`src/rtl/ones_scan_pkg.sv`:
```
// rtl/ones_scan_pkg.sv - shared state encoding, default sizes and response record for the ones-scan scheduler
package ones_scan_pkg;

  localparam int DEF_WORD_SIZE    = 32;
  localparam int DEF_COUNTER_SIZE = 6;
  localparam int DEF_TIMEOUT      = 63;

  // Widest requester ID needed for up to 8 requesters.
  localparam int MAX_ID_W = 3;

  typedef enum logic [2:0] {
    ST_IDLE,
    ST_ISSUE,
    ST_ARM,
    ST_RUN,
    ST_SETTLE_W,
    ST_RESP
  } sched_state_t;

  typedef struct packed {
    logic [MAX_ID_W-1:0]         id;
    logic [DEF_COUNTER_SIZE-1:0] count;
    logic                        err;
  } resp_t;

endpackage

```
`src/rtl/rr_arbiter.sv`:
```
// rtl/rr_arbiter.sv - combinational round-robin pick of the first request at or above ptr, with wrap
//   req   in  N   request levels
//   ptr   in  IW  highest-priority position
//   grant out N   one-hot grant (all zero when req is zero)
//   id    out IW  encoded index of the granted request
module rr_arbiter #(
  parameter int N  = 4,
  parameter int IW = $clog2(N)
) (
  input  logic [N-1:0]  req,
  input  logic [IW-1:0] ptr,
  output logic [N-1:0]  grant,
  output logic [IW-1:0] id
);

  function automatic int wrap_idx(input int p, input int k);
    int s;
    s = p + k;
    return (s >= N) ? s - N : s;
  endfunction

  // Walk from the farthest position back towards ptr so the closest set bit wins.
  always_comb begin
    grant = '0;
    id    = '0;
    for (int k = N - 1; k >= 0; k--) begin
      if (req[wrap_idx(int'(ptr), k)]) begin
        grant                          = '0;
        grant[wrap_idx(int'(ptr), k)]  = 1'b1;
        id                             = IW'(wrap_idx(int'(ptr), k));
      end
    end
  end

endmodule

```
`src/rtl/ones_scan_scheduler.sv`:
```
// rtl/ones_scan_scheduler.sv - shares one max-consecutive-ones engine between NUM_REQ requesters
//   clk, reset                   clock, synchronous active-high reset
//   req, req_data, ack           request levels, flattened words, one-cycle capture pulse
//   resp_valid/ready/id/count/err result handshake back to the host side
//   eng_start/data/busy/done/bit_count  engine interface
//   sched_busy                   high whenever a job or response is outstanding
module ones_scan_scheduler
  import ones_scan_pkg::*;
#(
  parameter int NUM_REQ      = 4,
  parameter int WORD_SIZE    = DEF_WORD_SIZE,
  parameter int COUNTER_SIZE = DEF_COUNTER_SIZE,
  parameter int ID_W         = $clog2(NUM_REQ),
  parameter int SETTLE       = 2,
  parameter int TIMEOUT      = DEF_TIMEOUT
) (
  input  logic                         clk,
  input  logic                         reset,
  input  logic [NUM_REQ-1:0]           req,
  input  logic [NUM_REQ*WORD_SIZE-1:0] req_data,
  output logic [NUM_REQ-1:0]           ack,
  output logic                         resp_valid,
  input  logic                         resp_ready,
  output logic [ID_W-1:0]              resp_id,
  output logic [COUNTER_SIZE-1:0]      resp_count,
  output logic                         resp_err,
  output logic                         eng_start,
  output logic [WORD_SIZE-1:0]         eng_data,
  input  logic                         eng_busy,
  input  logic                         eng_done,
  input  logic [COUNTER_SIZE-1:0]      eng_bit_count,
  output logic                         sched_busy
);

  // One timer serves the ARM/RUN watchdog and the settle delay; sized for either.
  localparam int TW = $clog2(TIMEOUT + 4);

  sched_state_t             state_q, state_d;
  logic [TW-1:0]            timer_q, timer_d;
  logic [ID_W-1:0]          rr_ptr_q, rr_ptr_d;
  logic [ID_W-1:0]          id_q, id_d;
  logic [WORD_SIZE-1:0]     job_data_q, job_data_d;
  logic [NUM_REQ-1:0]       ack_q, ack_d;
  logic                     eng_start_q, eng_start_d;
  logic [COUNTER_SIZE-1:0]  resp_count_q, resp_count_d;
  logic                     resp_err_q, resp_err_d;

  logic [NUM_REQ-1:0]       gnt;
  logic [ID_W-1:0]          gnt_id;
  logic [WORD_SIZE-1:0]     gnt_word;

  rr_arbiter #(
    .N  (NUM_REQ),
    .IW (ID_W)
  ) u_arb (
    .req   (req),
    .ptr   (rr_ptr_q),
    .grant (gnt),
    .id    (gnt_id)
  );

  // Word mux driven by the one-hot grant keeps every slice index constant.
  always_comb begin
    gnt_word = '0;
    for (int i = 0; i < NUM_REQ; i++) begin
      if (gnt[i]) gnt_word = gnt_word | req_data[i*WORD_SIZE +: WORD_SIZE];
    end
  end

  always_ff @(posedge clk) begin
    if (reset) begin
      state_q      <= ST_IDLE;
      timer_q      <= '0;
      rr_ptr_q     <= '0;
      id_q         <= '0;
      job_data_q   <= '0;
      ack_q        <= '0;
      eng_start_q  <= 1'b0;
      resp_count_q <= '0;
      resp_err_q   <= 1'b0;
    end else begin
      state_q      <= state_d;
      timer_q      <= timer_d;
      rr_ptr_q     <= rr_ptr_d;
      id_q         <= id_d;
      job_data_q   <= job_data_d;
      ack_q        <= ack_d;
      eng_start_q  <= eng_start_d;
      resp_count_q <= resp_count_d;
      resp_err_q   <= resp_err_d;
    end
  end

  always_comb begin
    state_d      = state_q;
    timer_d      = timer_q;
    rr_ptr_d     = rr_ptr_q;
    id_d         = id_q;
    job_data_d   = job_data_q;
    ack_d        = '0;
    eng_start_d  = 1'b0;
    resp_count_d = resp_count_q;
    resp_err_d   = resp_err_q;

    unique case (state_q)
      ST_IDLE: begin
        // ack and eng_start are registered, so both show up in the ISSUE cycle.
        if (|req) begin
          id_d        = gnt_id;
          job_data_d  = gnt_word;
          ack_d       = gnt;
          eng_start_d = 1'b1;
          state_d     = ST_ISSUE;
        end
      end

      ST_ISSUE: begin
        timer_d = '0;
        state_d = ST_ARM;
      end

      // eng_done may still be high from the previous job, so only busy counts here.
      ST_ARM: begin
        if (eng_busy) begin
          timer_d = '0;
          state_d = ST_RUN;
        end else if (timer_q == TW'(TIMEOUT - 1)) begin
          resp_count_d = '0;
          resp_err_d   = 1'b1;
          state_d      = ST_RESP;
        end else begin
          timer_d = timer_q + TW'(1);
        end
      end

      ST_RUN: begin
        if (!eng_busy && eng_done) begin
          timer_d = '0;
          state_d = ST_SETTLE_W;
        end else if (timer_q == TW'(TIMEOUT - 1)) begin
          resp_count_d = '0;
          resp_err_d   = 1'b1;
          state_d      = ST_RESP;
        end else begin
          timer_d = timer_q + TW'(1);
        end
      end

      ST_SETTLE_W: begin
        if (timer_q == TW'(SETTLE - 1)) begin
          resp_count_d = eng_bit_count;
          resp_err_d   = 1'b0;
          state_d      = ST_RESP;
        end else begin
          timer_d = timer_q + TW'(1);
        end
      end

      ST_RESP: begin
        // Pointer only moves on a delivered response, which is what bounds the wait.
        if (resp_ready) begin
          rr_ptr_d = (id_q == ID_W'(NUM_REQ - 1)) ? '0 : id_q + ID_W'(1);
          state_d  = ST_IDLE;
        end
      end

      default: state_d = ST_IDLE;
    endcase
  end

  assign ack        = ack_q;
  assign eng_start  = eng_start_q;
  assign eng_data   = job_data_q;
  assign resp_valid = (state_q == ST_RESP);
  assign resp_id    = id_q;
  assign resp_count = resp_count_q;
  assign resp_err   = resp_err_q;
  assign sched_busy = (state_q != ST_IDLE);

endmodule

```
`config.mk`:
```
export PLATFORM = sky130hd
export DESIGN_NAME = ones_scan_scheduler
export DESIGN_NICKNAME = d
export VERILOG_FILES = /design/src/rtl/ones_scan_pkg.sv /design/src/rtl/rr_arbiter.sv /design/src/rtl/ones_scan_scheduler.sv
export SDC_FILE = /design/constraint.sdc
export NUM_CORES = 1
export LEC_CHECK = 0
export ABC_AREA = 1
export CORE_ASPECT_RATIO = 0.75
export CORE_MARGIN = 5
export CORE_UTILIZATION = 37
export CTS_CLUSTER_SIZE = 14
export DETAILED_ROUTE_END_ITERATION = 10
export HOLD_SLACK_MARGIN = 0.06
export PLACE_DENSITY_LB_ADDON = 0.25
export SLEW_MARGIN = 15
export SYNTH_ARGS = -nofsm -noshare
export SYNTH_HDL_FRONTEND = slang
export SYNTH_SLANG_ARGS = --single-unit
```
`constraint.sdc`:
```
create_clock -name clk -period 2 [get_ports clk]
set_input_delay 0.4 -clock clk [delete_from_list [all_inputs] [get_ports clk]]
set_output_delay 0.4 -clock clk [all_outputs]
set_load 0.03 [all_outputs]
```
==> results of run 1 <==
==> worst max path at each step <==
stage                           start      endpoint  slack (ns)  depth (start not counted)
after floorplan           rr_ptr_q[1]  eng_data[24]       0.005                         15
after global placement         req[3]  eng_data[10]       -0.24                         15
after detailed placement       req[0]   eng_data[3]       -0.31                         13
after CTS                 rr_ptr_q[1]   eng_data[3]       -0.01                         13
after global routing      rr_ptr_q[0]  eng_data[15]       -0.09                         13
final                     rr_ptr_q[0]  eng_data[15]       -0.02                         13
==> power by group through the flow <==
stage,Sequential (mW),Clock (mW),Combinational (mW)
floorplan,1.81,0,0.817
global placement,1.47,0,2.06
detailed placement,1.48,0,2.10
CTS,1.46,1.79,2.11
global route,1.48,1.85,2.42
finish,1.46,1.76,2.26
==> cells in the mapped netlist <==
cell	number	area, sq um
nand3b_1	1	7.51
nand4_1	2	12.5
o211ai_1	3	22.5
inv_1	27	101
buf_8	2	30.0
a21oi_1	28	140
buf_4	8	60.1
o311ai_0	1	8.76
or2_1	3	18.8
clkbuf_1	10	37.5
nand2_1	182	683
nor4_1	1	6.26
inv_2	4	15.0
o2111ai_1	2	17.5
o21ai_2	1	8.76
o21ai_0	41	205
nor2_1	78	293
nand2_2	9	56.3
nand3_1	74	370
buf_6	7	78.8
dfxtp_1	58	1160
buf_2	2	10.0
ha_1	11	138
buf_1	1	3.75
nand2_4	2	22.5
a31oi_1	3	18.8
nand3_2	13	130
xor2_1	5	43.8
a211oi_1	1	7.51
nor2_2	2	12.5
nor3_1	3	15.0
==> stage by stage <==
stage          cells  worst slack [ns]  area, sq um  hold WS [ns]  setup TNS, ns
6_report         938           -0.0172         6770         0.463        -0.0172
3_3_place_gp     916            -0.244         5940         0.446          -6.61
4_1_cts          932           -0.0109         6300         0.463        -0.0109
2_1_floorplan    585           0.00534         3740         0.482              0
3_5_place_dp     916            -0.305         5940         0.455          -8.56
5_1_grt          938           -0.0927         6770         0.474          -1.06
==> what timing repair did <==
action | 4_1_cts | 5_1_grt
buffers inserted | 0 | 2
cloned | 0 | 4
endpoints found under the setup margin | 34 | 34
gates resized for setup | 5 | 93
pin swaps | 0 | 42
==> cell families after synthesis <==
| kind of cell | Yosys count | share of synthesized area, % |
|---|---|---|
| compound gates | 80 | 11.5 |
| xor+xnor | 5 | 1.17 |
| fa+ha+maj | 11 | 3.68 |
| buf+inv | 61 | 9.01 |
| flops | 58 | 31.1 |
| simple gates | 370 | 43.6 |
==> worst max-delay path: cells and delay by family, from the launching register on <==
| kind | cells | cell delay (ns) |
|---|---|---|
| flops | 1 | 0.33 |
| fa+ha+maj | 1 | 0.30 |
| simple gates | 7 | 0.66 |
| buf+inv | 4 | 0.47 |
| compound gates | 1 | 0.14 |
==> flip-flops by register name, summed over array words and instances, names as in the netlist <==
signal / cells
resp_id: 2
state_q: 3
resp_err: 1
timer_q: 7
ack: 4
eng_data: 32
rr_ptr_q: 2
eng_start: 1
resp_count: 6
==> cell type report <==
cell class	instances	area [sq um]	area share, %
inverter	31	119	1.76
sequential	58	1160	17.2
multi-input combinational	466	2580	38.1
clock inverter	5	103	1.52
clock buffer	11	233	3.44
tap	132	165	2.44
timing repair buffer	235	2400	35.5
==> routing by layer <==
metal	vias up	global-route usage, %
met4	0	6.84
met3	27	6.11
met2	207	38.5
li1	2346	-
met1	2242	27.6
met5	-	0
==> flow_summary.ini, run 1 <==
[route]
wl_met3_um = 1170
maxUsedRoutingLayer = met4
ant_nets = 0
dr.pass1.iters = 5
routed_wl_um = 15300
m1WireLength_um = 6290
viasPerCell = 5.14
drt_iter0_markers = 283
dr_wl_met2_um = 7500
drc_errors = 0
vias = 4822
drt-wirelength-per-cell_um = 16.3

[min_path]
holdPathEnd = resp_count[1]
min-delay-path-class = register to register
worstHoldStart = resp_count[1]
hold_depth = 2

[clock_tree]
cts_num_sinks = 58
cts.path.max_buffers = 2
clock_latency_ns = 0.33
cts_hold_buf = 0
cts_tree = built
clkTransAtPathRegs_ns = 0.05
root_buffer = clkbuf_16
cts_made_buffers = 9
h-tree-depth = 3

[die]
die_area_sq_mm = 0.0122
dieHeight_um = 97.0
core-area_sq_mm = 0.00977
die_w_um = 126
rows = 31
num_io_pins = 191
initial_core_util_pct = 38.2

[timing]
rsz0062_at_grt = true
max_slew_margin_pct = 72.8
fmax_mhz = 496
fin_crit_ns = 2.02
fin_crit_sh_pct = 101
slew_violations = 0
setup_viol = 1
setup_slack_ns = -0.0172
tightest_slew_ns = 0.403
hold_viol = 0
finClkSkew_ns = 0.00796

[critical_path]
cp_slowest_stage_delay_ns = 0.33
cp-end-kind = register
cp_cell_sequence = inv_2 > ha_4 > inv_4 > nand3_4 > nand2_4 > buf_6 > a21oi_4 > nand3_4 > clkbuf_16 > nand3_1 > nand3_1 > nor2_1 > nor2_1
reg2regPathDepth = 13
rr_endpoint = eng_data[15]
start_kind = register
rrSetupSlack_ns = -0.02
cp_slowest_cell = dfxtp_2
reg2reg_from = rr_ptr_q[0]
arrival_ns = 2.23
crit_path_max_fanout = 9
critical_path_class = register to register
critPathRequiredTime_ns = 2.22

[synth]
synth_cell_types = 31
synth_area_per_cell_sq_um = 6.39
yosys_warnings = 0
syn-num-nets = 739
syn_inst = 585
ys_seq_elements = 58
yosysSeqAreaShare_pct = 31.1
syn-cell-area_sq_mm = 0.00374

[placed_design]
gp_congestion = 0.870
port_buffers = 190
hpwl_um = 10700

[pwr]
p_leak_nw = 2.94
intPower_mw = 3.57
power_density_mw_per_mm2 = 809
p_sw_share_pct = 34.8
power_frac_comb_pct = 41.2
switching_power_mw = 1.91
power.share.clock_pct = 32.2
power_mw = 5.47
pwr-share-seq_pct = 26.6
peakVddDrop_mv = 0.544

[status]
violations = setup timing
outcome = finished with violations

[final_layout]
final_util_pct = 69.2
layout.nets = 955
mostFrequentLayoutCells = clkdlybuf4s50_1, nand2_1, nor2_1
fill_cells = 824
final_common_cell = clkdlybuf4s50_1
final_layout_size_suffix_gt1_share_pct = 19.6
n_antenna_cell = 0
synthToLayoutAreaGrowth_pct = 81.1

[global_routing]
grt-ovfl-total = 0
grt_start_max_net_pins = 37
grt_usage_pct = 22.5
grt_pass1_wl_um = 22800
grt_pass1_vias = 4624
antenna_found_initial = 0

[run]
maxCapViolations = 0
No activity file was read; power rests on OpenSTA's default activity.
==> inputs of run 2 (changes only) <==
--- a/config.mk
+++ b/config.mk
@@ -7,9 +7,10 @@
 export LEC_CHECK = 0
 export ABC_AREA = 1
 export CORE_ASPECT_RATIO = 0.75
-export CORE_MARGIN = 5
+export CORE_MARGIN = 2
 export CORE_UTILIZATION = 37
-export CTS_CLUSTER_SIZE = 14
+export CTS_CLUSTER_DIAMETER = 50
+export CTS_CLUSTER_SIZE = 30
 export DETAILED_ROUTE_END_ITERATION = 10
 export HOLD_SLACK_MARGIN = 0.06
 export PLACE_DENSITY_LB_ADDON = 0.25
==> run 2 against run 1 <==
  * The flow still finishes with violations (setup timing)
  * Non-clock buffer count increased by 5
  * Combinational power grew 4%
  * Register-to-register slack worse by 0.04 ns
  * Clock-buffer cell count up 1
  * Routed wire length grew 4.7%
  * Setup slack worse by 0.052 ns
  * Clock skew about the same
  * Global-route usage up 2.1 points
  * Utilization increased by 1.2 points
  * Final cell count up 0.75%
==> flow_summary.ini, run 2 (synthesized netlist as in run 1, its figures left out) <==
[critical_path]
cp_cell_sequence = clkdlybuf4s50_1 > inv_1 > nand2_2 > nand3_4 > nand2_4 > buf_6 > nor2_4 > nand3_2 > nand3_4 > clkbuf_16 > nand3_1 > nand3_2 > nor2_1 > nor2_1
cp-end-kind = register
worst-path-buf-inv = 4
crit_path_max_fanout = 7
start_kind = input port
critPathRequiredTime_ns = 2.21
cp_slowest_cell = clkdlybuf4s50_1
critical_path_class = input port to register
crit_family = simple AND/OR/NAND/NOR gates
arrival_ns = 2.28
rrSetupSlack_ns = -0.06
cp_slowest_stage_delay_ns = 0.47

[status]
violations = setup timing
outcome = finished with violations

[route]
ant_nets = 0
drc_errors = 0
drt-wirelength-per-cell_um = 16.9
dr.pass1.iters = 5
routed_wl_um = 16000
drt_iter0_markers = 285
viasPerCell = 5.17
vias = 4886

[timing]
setup_viol = 13
slew_violations = 0
fin_crit_sh_pct = 103
rsz0062_at_grt = true
hold_viol = 0
max_slew_margin_pct = 70.5
tightest_slew_ns = 0.439
fmax_mhz = 483
setup_tns_ns = -0.309
setup_slack_ns = -0.0688
fin_crit_ns = 2.07
finClkSkew_ns = 0.00830
holdWs_ns = 0.463

[final_layout]
final_util_pct = 70.5
layout.nets = 962
n_antenna_cell = 0
final_area_sq_mm = 0.00686
final_layout_size_suffix_gt1_share_pct = 21.4
final_common_cell = clkdlybuf4s50_1
synthToLayoutAreaGrowth_pct = 83.6
largest_reg_flops = 32
mostFrequentLayoutCells = clkdlybuf4s50_1, nand2_1, nor2_1

[global_routing]
grt_pass1_vias = 4332
antenna_found_initial = 0
grt-ovfl-total = 0
grt_pass1_wl_um = 21500
grt_start_max_net_pins = 39
grt_usage_pct = 24.6

[die]
initial_core_util_pct = 38.4
rows = 31
die_area_sq_mm = 0.0109
dieHeight_um = 91.0
core-area_sq_mm = 0.00974
num_io_pins = 191
die_w_um = 120

[min_path]
min-delay-path-class = register to register

[pwr]
p_leak_nw = 2.95
peakVddDrop_mv = 0.603
power_density_mw_per_mm2 = 780

[placed_design]
placed_area_sq_mm = 0.00594
gp_congestion = 0.894
port_buffers = 190
hpwl_um = 9960

[clock_tree]
cts_tree = built
clock_latency_ns = 0.33
clkTransAtPathRegs_ns = 0.05
cts.path.max_buffers = 2
root_buffer = clkbuf_16
h-tree-depth = 3
cts_hold_buf = 0
cts_num_sinks = 58
cts_made_buffers = 9

[run]
maxCapViolations = 0
==> run 2: cell types whose count changed in the layout (fill, tap and decap cells not counted), moves of 4 or more <==
cell / delta
dlymetal6s2s_1: -4
nand3_2: -8
clkdlybuf4s50_1: +4
nand2_4: +4
nor2_2: -4
nand3_1: +12
nand2_2: +18
nand3_4: -4
nand2_1: -23
==> run 2: metal layers <==
metal  part of all wire [%]  vias to the layer above  global-route usage, %
li1                       -                     2355                      -
met1                     42                     2283                   31.1
met2                     49                      218                   42.2
met3                    7.0                       30                   5.15
met4                    2.0                        0                   7.16
met5                      0                        -                      0
==> run 2: worst reg2reg max path: stages, from the launching register on <==
cell       delay [ns]
dfxtp_2          0.34
inv_2            0.05
ha_4             0.29
inv_4            0.05
nand3_4          0.06
nand2_4          0.08
buf_6            0.13
a21oi_2          0.11
nand2_1          0.08
nand2_2          0.11
nand2_4          0.11
clkbuf_16        0.20
nand2_2          0.06
nand3_2          0.08
nor2_1           0.13
nor2_1           0.06
==> run 2: path summary, 6_finish.rpt <==
check,endpoint,start,cells after the start
setup reg to reg,eng_data[15],rr_ptr_q[1],15
setup / recovery,eng_data[15],req[1],14
hold / removal,resp_count[1],resp_count[1],2
hold reg to reg,resp_count[1],resp_count[1],2
==> run 2: final cells by class <==
| type | instances | area [sq um] |
|---|---|---|
| inverter | 31 | 121 |
| timing repair buffer | 240 | 2480 |
| multi-input combinational | 468 | 2630 |
| tap | 132 | 165 |
| sequential | 58 | 1160 |
| fill | 750 | 2880 |
| clock buffer | 12 | 246 |
| clock inverter | 4 | 51.3 |
==> run 2: stage by stage <==
stage | total power [mW] | setup WS [ns] | cells
2_1_floorplan | 2.63 | 0.00534 | 585
3_3_place_gp | 3.55 | -0.258 | 913
3_5_place_dp | 3.59 | -0.340 | 913
4_1_cts | 5.16 | 0.0122 | 931
5_1_grt | 5.61 | -0.148 | 945
6_report | 5.35 | -0.0688 | 945
==> run 2: timing repair <==
action                     in CTS  in global routing
pin swaps                       0                 46
setup buffers                   2                  6
gates resized for setup         9                 91
cloned                          1                  8
setup endpoints to repair      33                 32
==> run 2: report_power, final <==
| group | switching [mW] | internal (mW) |
|---|---|---|
| Clock | 0.540 | 0.997 |
| Sequential | 0.103 | 1.35 |
| Combinational | 1.31 | 1.05 |
==> inputs of run 3 (changes only) <==
--- a/config.mk
+++ b/config.mk
@@ -9,9 +9,9 @@
 export CORE_ASPECT_RATIO = 0.75
 export CORE_MARGIN = 2
 export CORE_UTILIZATION = 37
-export CTS_CLUSTER_DIAMETER = 50
 export CTS_CLUSTER_SIZE = 30
 export DETAILED_ROUTE_END_ITERATION = 10
+export GPL_TIMING_DRIVEN = 0
 export HOLD_SLACK_MARGIN = 0.06
 export PLACE_DENSITY_LB_ADDON = 0.25
 export SLEW_MARGIN = 15
==> run 3 against run 2 <==
  * The run still ends with setup timing left
  * Sequential power barely moved
  * Via count rose by 0.80%
  * Total power rose by 2.2%
  * Register-to-register slack improved by 0.02 ns
  * Critical path type is now register to register
  * Setup slack improved by 0.034 ns
  * Combinational power barely moved
  * Highest routed layer unchanged
==> flow_summary.ini, run 3 (synthesized netlist as in run 1, its figures left out) <==
[status]
outcome = finished with violations
violations = setup timing

[global_routing]
grt-ovfl-total = 0
grt_usage_pct = 25.1
grt_pass1_vias = 4468
grt_start_max_net_pins = 11
antenna_found_initial = 0
grt_pass1_wl_um = 21800

[clock_tree]
cts_hold_buf = 0
cts_num_sinks = 58
root_buffer = clkbuf_16
h-tree-depth = 3
clkTransAtPathRegs_ns = 0.05
cts_made_buffers = 9
cts.path.max_buffers = 2
clock_latency_ns = 0.33
cts_tree = built

[timing]
hold_viol = 0
tightest_slew_ns = 0.567
fin_crit_ns = 2.04
setup_viol = 15
max_slew_margin_pct = 62.0
fin_crit_sh_pct = 102
finClkSkew_ns = 0.0104
setup_slack_ns = -0.0352
fmax_mhz = 491
rsz0062_at_grt = true
slew_violations = 0
holdWs_ns = 0.459

[critical_path]
crit_start = rr_ptr_q[1]
crit_path_max_fanout = 8
cp_slowest_cell = dfxtp_4
critical_path_class = register to register
crit_top_cell = nor2_1
cp-end-kind = register
cp.depth = 15
reg2regPathDepth = 15
rrSetupSlack_ns = -0.04
cp_slowest_stage_delay_ns = 0.38
start_kind = register
cp_cell_sequence = inv_6 > ha_4 > inv_4 > nand3_4 > nand2_8 > inv_4 > nor2_4 > nor2_1 > nand2_2 > nand2_8 > clkbuf_16 > nand2_4 > nand3_2 > nor2_1 > nor2_1
arrival_ns = 2.25
critPathRequiredTime_ns = 2.22
crit_family = simple AND/OR/NAND/NOR gates
rr_endpoint = eng_data[7]
worst-path-buf-inv = 4
reg2reg_from = rr_ptr_q[1]

[pwr]
p_leak_nw = 2.98
power_mw = 5.47
peakVddDrop_mv = 0.488
power_density_mw_per_mm2 = 798

[min_path]
holdPathEnd = resp_count[4]
worstHoldStart = resp_count[4]
min-delay-path-class = register to register
hold_depth = 2

[die]
die_area_sq_mm = 0.0109
dieHeight_um = 91.0
initial_core_util_pct = 38.4
num_io_pins = 191
core-area_sq_mm = 0.00974
rows = 31
die_w_um = 120

[placed_design]
placed_area_sq_mm = 0.00579
port_buffers = 189
gp_congestion = 0.888
hpwl_um = 10800
place_ws_ns = -0.377

[route]
drt-wirelength-per-cell_um = 16.7
dr.pass1.iters = 5
ant_nets = 0
routed_wl_um = 15700
drt_iter0_markers = 376
drc_errors = 0
vias = 4925
viasPerCell = 5.22

[final_layout]
mostFrequentLayoutCells = clkdlybuf4s50_1, nand2_1, nor2_1
final_common_cell = clkdlybuf4s50_1
largest_reg_flops = 32
final_area_sq_mm = 0.00685
final_layout_size_suffix_gt1_share_pct = 20.7
layout.nets = 960
fill_cells = 788
synthToLayoutAreaGrowth_pct = 83.5
final_util_pct = 70.4
n_antenna_cell = 0

[run]
maxCapViolations = 0
-- run 3: timing repair --
| item | CTS | global route |
|---|---|---|
| endpoints found under the setup margin | 36 | 45 |
| pin swaps | 0 | 40 |
| buffers inserted | 1 | 15 |
| resized for setup | 17 | 123 |
| gates cloned | 0 | 5 |
-- run 3: tightest hold or removal path, cell delays in order (launching register included) --
cell	delay [ns]
dfxtp_1	0.30
nand2_1	0.06
a21oi_1	0.05
-- run 3: power by group --
group	leakage, nW	total, mW	switching (mW)	internal (mW)
sequential	0.479	1.46	0.109	1.35
combinational	2.35	2.34	1.33	1.01
clock	0.149	1.67	0.545	1.12
-- run 3: stage by stage --
step | std cells | TNS, ns
final | 943 | -0.245
after global routing | 943 | -2.57
after CTS | 923 | -0.0448
after detailed placement | 906 | -13.69
after global placement | 906 | -11.72
after floorplan | 585 | 0
-- run 3: per-layer routing --
metal  global-route usage, %  wire [um]  share of wire, %  vias to the layer above
li1                        -          -                 -                     2359
met1                    30.1       6490                41                     2338
met2                    44.1       7870                50                      198
met3                    5.21       1050               6.7                       30
met4                    9.31        314               2.0                        0
met5                       0          0                 0                        -
-- run 3: worst max-delay path by stage --
| stage | to | slack, ns |
|---|---|---|
| after floorplan | eng_data[24] | 0.005 |
| after global placement | eng_data[4] | -0.32 |
| after detailed placement | eng_data[21] | -0.38 |
| after global routing | eng_data[7] | -0.13 |
| final | eng_data[7] | -0.04 |
| after CTS | eng_data[8] | -0.02 |
-- run 3: area by class of cell --
cell class              count  area, sq um  area share, %
plain buffers              30          285           4.16
clock buffers              12          246           3.60
clock inverters             4         75.1           1.10
inverters                  31          134           1.95
multi-input cells         466         2640           38.5
flip-flops and latches     58         1170           17.1
well taps                 132          165           2.41
repair buffers            210         2140           31.2
==> variant 1, RTL diff (flow settings as in run 1) <==
Take the reset off `job_data_q` and load it in a clocked block of its own.
--- a/src/rtl/ones_scan_scheduler.sv
+++ b/src/rtl/ones_scan_scheduler.sv
@@ -73,7 +73,6 @@
       timer_q      <= '0;
       rr_ptr_q     <= '0;
       id_q         <= '0;
-      job_data_q   <= '0;
       ack_q        <= '0;
       eng_start_q  <= 1'b0;
       resp_count_q <= '0;
@@ -83,12 +82,15 @@
       timer_q      <= timer_d;
       rr_ptr_q     <= rr_ptr_d;
       id_q         <= id_d;
-      job_data_q   <= job_data_d;
       ack_q        <= ack_d;
       eng_start_q  <= eng_start_d;
       resp_count_q <= resp_count_d;
       resp_err_q   <= resp_err_d;
     end
+  end
+
+  always_ff @(posedge clk) begin
+    job_data_q <= job_data_d;
   end
 
   always_comb begin
Function: changed (a bounded check fails within 4 cycles, from zero or initial values and one cycle with reset high).
==> variant 1 against run 1 <==
  * Setup slack better by 0.044 ns
  * Largest cell class is now non-clock buffers
  * Synthesized area is 6.4% higher
  * Sequential cell count is the same
  * Power shrank 5.7%
  * Routed wire length decreased by 9.2%
  * Global-route usage down 2.4 points
  * Design area decreased by 0.81%
  * Critical path type unchanged
  * Clock skew is 0.0054 ns lower
==> variant 1: results (changes against run 1) <==
{
  "run_status": {"value": "completed", "change": "was finished with violations"},
  "post_cts_resize_count": {"value": 4, "change": "was 5"},
  "worst-endpoint-arrival": {"value": 2.05, "unit": "ns", "change": "was 2.23 ns"},
  "ys_seq_area_share": {"value": 37.3, "unit": "%", "change": "was 31.1%"},
  "synth_compound_gate_area_share": {"value": 7.05, "unit": "%", "change": "was 11.5%"},
  "drt-initial-drc-count": {"value": 260, "change": "was 283"},
  "area_share_nonclk_buffers": {"value": 34.3, "unit": "%", "change": "was 35.5%"},
  "ff_latch_area": {"value": 0.00148, "unit": "mm2", "change": "was 0.00116 mm2"},
  "place_congestion": {"value": 0.897, "change": "was 0.870"},
  "grt_max_degree": {"value": 35, "change": "was 37"},
  "routed_via_count": {"value": 4389, "change": "was 4822"},
  "tightestPinTransition": {"value": 0.420, "unit": "ns", "change": "was 0.403 ns"},
  "clockBufferCount": {"value": 10, "change": "was 11"},
  "cts.repair_timing.setup_buffer_count": {"value": 3, "change": "was 0"},
  "netSwitchingPower": {"value": 1830, "unit": "uW", "change": "was 1910 uW"},
  "clock_cell_area_share": {"value": 3.92, "unit": "%", "change": "was 4.96%"},
  "grt_usage": {"value": 20.1, "unit": "%", "change": "was 22.5%"},
  "nNonClkInverters": {"value": 99, "change": "was 31"},
  "firstDrtPassIters": {"value": 4, "change": "was 5"},
  "vias_in_the_first_global_route": {"value": 4274, "change": "was 4624"},
  "grt_first_pass_wirelength": {"value": 20800, "unit": "um", "change": "was 22800 um"},
  "synthXorXnorAreaFrac": {"value": 1.10, "unit": "%", "change": "was 1.17%"},
  "place_worst_setup_slack": {"value": -0.347, "unit": "ns", "change": "was -0.305 ns"},
  "layout.non_clock_buffers": {"value": 225, "change": "was 235"},
  "routed_wire_length_per_instance": {"value": 14.7, "unit": "um", "change": "was 16.3 um"},
  "multi_input_cells": {"value": 410, "change": "was 466"},
  "placed_area": {"value": 0.00621, "unit": "mm2", "change": "was 0.00594 mm2"}
}
-- variant 1: metal layers --
layer	track usage, %	vias up	wire length, um
li1	-	2243	-
met1	23.4	1930	5560
met2	36.6	186	6890
met3	4.94	30	1070
met4	5.67	0	339
met5	0	-	0
-- variant 1: worst paths after layout --
path / slack (ns) / start / end / cells past startpoint
min: 0.46 / resp_count[5] / resp_count[5] / 2
max reg2reg: 0.03 / rr_ptr_q[0] / eng_data[18] / 14
min reg2reg: 0.46 / resp_count[5] / resp_count[5] / 2
max: 0.03 / rr_ptr_q[0] / eng_data[18] / 14
-- variant 1: power by group through the flow --
stage          logic [uW]  clock network (uW)  registers [uW]
2_1_floorplan         676                   0            2110
3_3_place_gp         2080                   0            1670
3_5_place_dp         2110                   0            1680
4_1_cts              2120                1370            1650
5_1_grt              2330                1450            1670
6_report             2170                1340            1650
==> variant 2, RTL diff (flow settings as in run 1) <==
Made on the original files. Set the parameter `NUM_REQ` to 8 (it was 4).
--- a/src/rtl/ones_scan_scheduler.sv
+++ b/src/rtl/ones_scan_scheduler.sv
@@ -7,7 +7,7 @@
 module ones_scan_scheduler
   import ones_scan_pkg::*;
 #(
-  parameter int NUM_REQ      = 4,
+  parameter int NUM_REQ      = 8,
   parameter int WORD_SIZE    = DEF_WORD_SIZE,
   parameter int COUNTER_SIZE = DEF_COUNTER_SIZE,
   parameter int ID_W         = $clog2(NUM_REQ),
Interface: changed (resized ack, req, req_data and resp_id); port bits go from 191 to 328. The function was not compared with the original's and may differ.
==> variant 2 against run 1 <==
  * The run still ends with setup timing left
  * Core utilization increased by 11 points
  * Routed wire length increased by 150%
  * Sequential cell count increased by 6
  * Via count increased by 100%
  * Critical path depth increased by 7
  * Sequential share of layout area decreased by 7.2 points
  * Design area increased by 91%
  * Setup slack got worse by 0.71 ns
  * Synthesized area increased by 64%
  * Power increased by 57%
  * Non-clock buffer count increased by 255
  * Critical path type unchanged
  * Largest power group unchanged
==> variant 2: results (changes against run 1) <==
{
  "routed-wl-met3": {"value": 4560, "unit": "um", "change": "was 1170 um"},
  "grt.met1_usage": {"value": 46.5, "unit": "%", "change": "was 27.6%"},
  "grt_usage": {"value": 35.7, "unit": "%", "change": "was 22.5%"},
  "violated_checks": {"value": "setup timing", "change": "unchanged"},
  "place.detailed.hpwl": {"value": 26400, "unit": "um", "change": "was 10700 um"},
  "power.share.switching": {"value": 43.7, "unit": "%", "change": "was 34.8%"},
  "grt_max_degree": {"value": 53, "change": "was 37"},
  "nNonClkInverters": {"value": 87, "change": "was 31"},
  "routed_via_density": {"value": 5.63, "change": "was 5.14"},
  "power_density": {"value": 666, "unit": "mW/mm2", "change": "was 809 mW/mm2"},
  "pwr.group.combinational": {"value": 5070, "unit": "uW", "change": "was 2260 uW"},
  "final.setup_skew": {"value": 0.0115, "unit": "ns", "change": "was 0.00796 ns"},
  "final_critical_path_setup_slack": {"value": -0.723, "unit": "ns", "change": "was -0.0172 ns"},
  "multi_input_gate_share_of_total_cell_area": {"value": 43.2, "unit": "%", "change": "was 38.1%"},
  "timing.hold.worst_endpoint": {"value": "resp_err", "change": "was resp_count[1]"},
  "final_layout_size_suffix_gt1_share": {"value": 30.5, "unit": "%", "change": "was 19.6%"},
  "grt_first_pass_wirelength": {"value": 52700, "unit": "um", "change": "was 22800 um"},
  "worst_ir_drop_vdd": {"value": 445, "unit": "uV", "change": "was 544 uV"},
  "clock_cell_area_share": {"value": 2.54, "unit": "%", "change": "was 4.96%"},
  "area_share_nonclk_buffers": {"value": 39.4, "unit": "%", "change": "was 35.5%"},
  "ff_latch_area": {"value": 0.00129, "unit": "mm2", "change": "was 0.00116 mm2"},
  "run_status": {"value": "finished with violations", "change": "unchanged"},
  "synth.distinct_cells": {"value": 37, "change": "was 31"},
  "timing.final.setup_violations": {"value": 41, "change": "was 1"},
  "antenna_cells_inserted": {"value": 3, "change": "was 0"}
}
variant 2: changes by cell type after synthesis, sizes merged, moves of 2 or more:
cell,delta
nand2,+128
nand3,+121
nor2,+68
a21oi,+66
inv,+56
buf,+20
clkbuf,+10
o21ai,+9
dfxtp,+6
nor3,+6
a211oi,+3
o22ai,+2
or2,-2
xnor2,+2
variant 2: per-stage QoR:
| step | hold slack (ns) | std cells | setup TNS [ns] | utilization, % |
|---|---|---|---|---|
| 2_1_floorplan | 0.477 | 1083 | -13.41 | - |
| 3_3_place_gp | 0.448 | 1683 | -32.83 | 65.1 |
| 3_5_place_dp | 0.453 | 1683 | -32.67 | 65.1 |
| 4_1_cts | 0.462 | 1742 | -19.53 | 76.2 |
| 5_1_grt | 0.473 | 1745 | -26.41 | 80.0 |
| 6_report | 0.457 | 1746 | -21.26 | 80.0 |
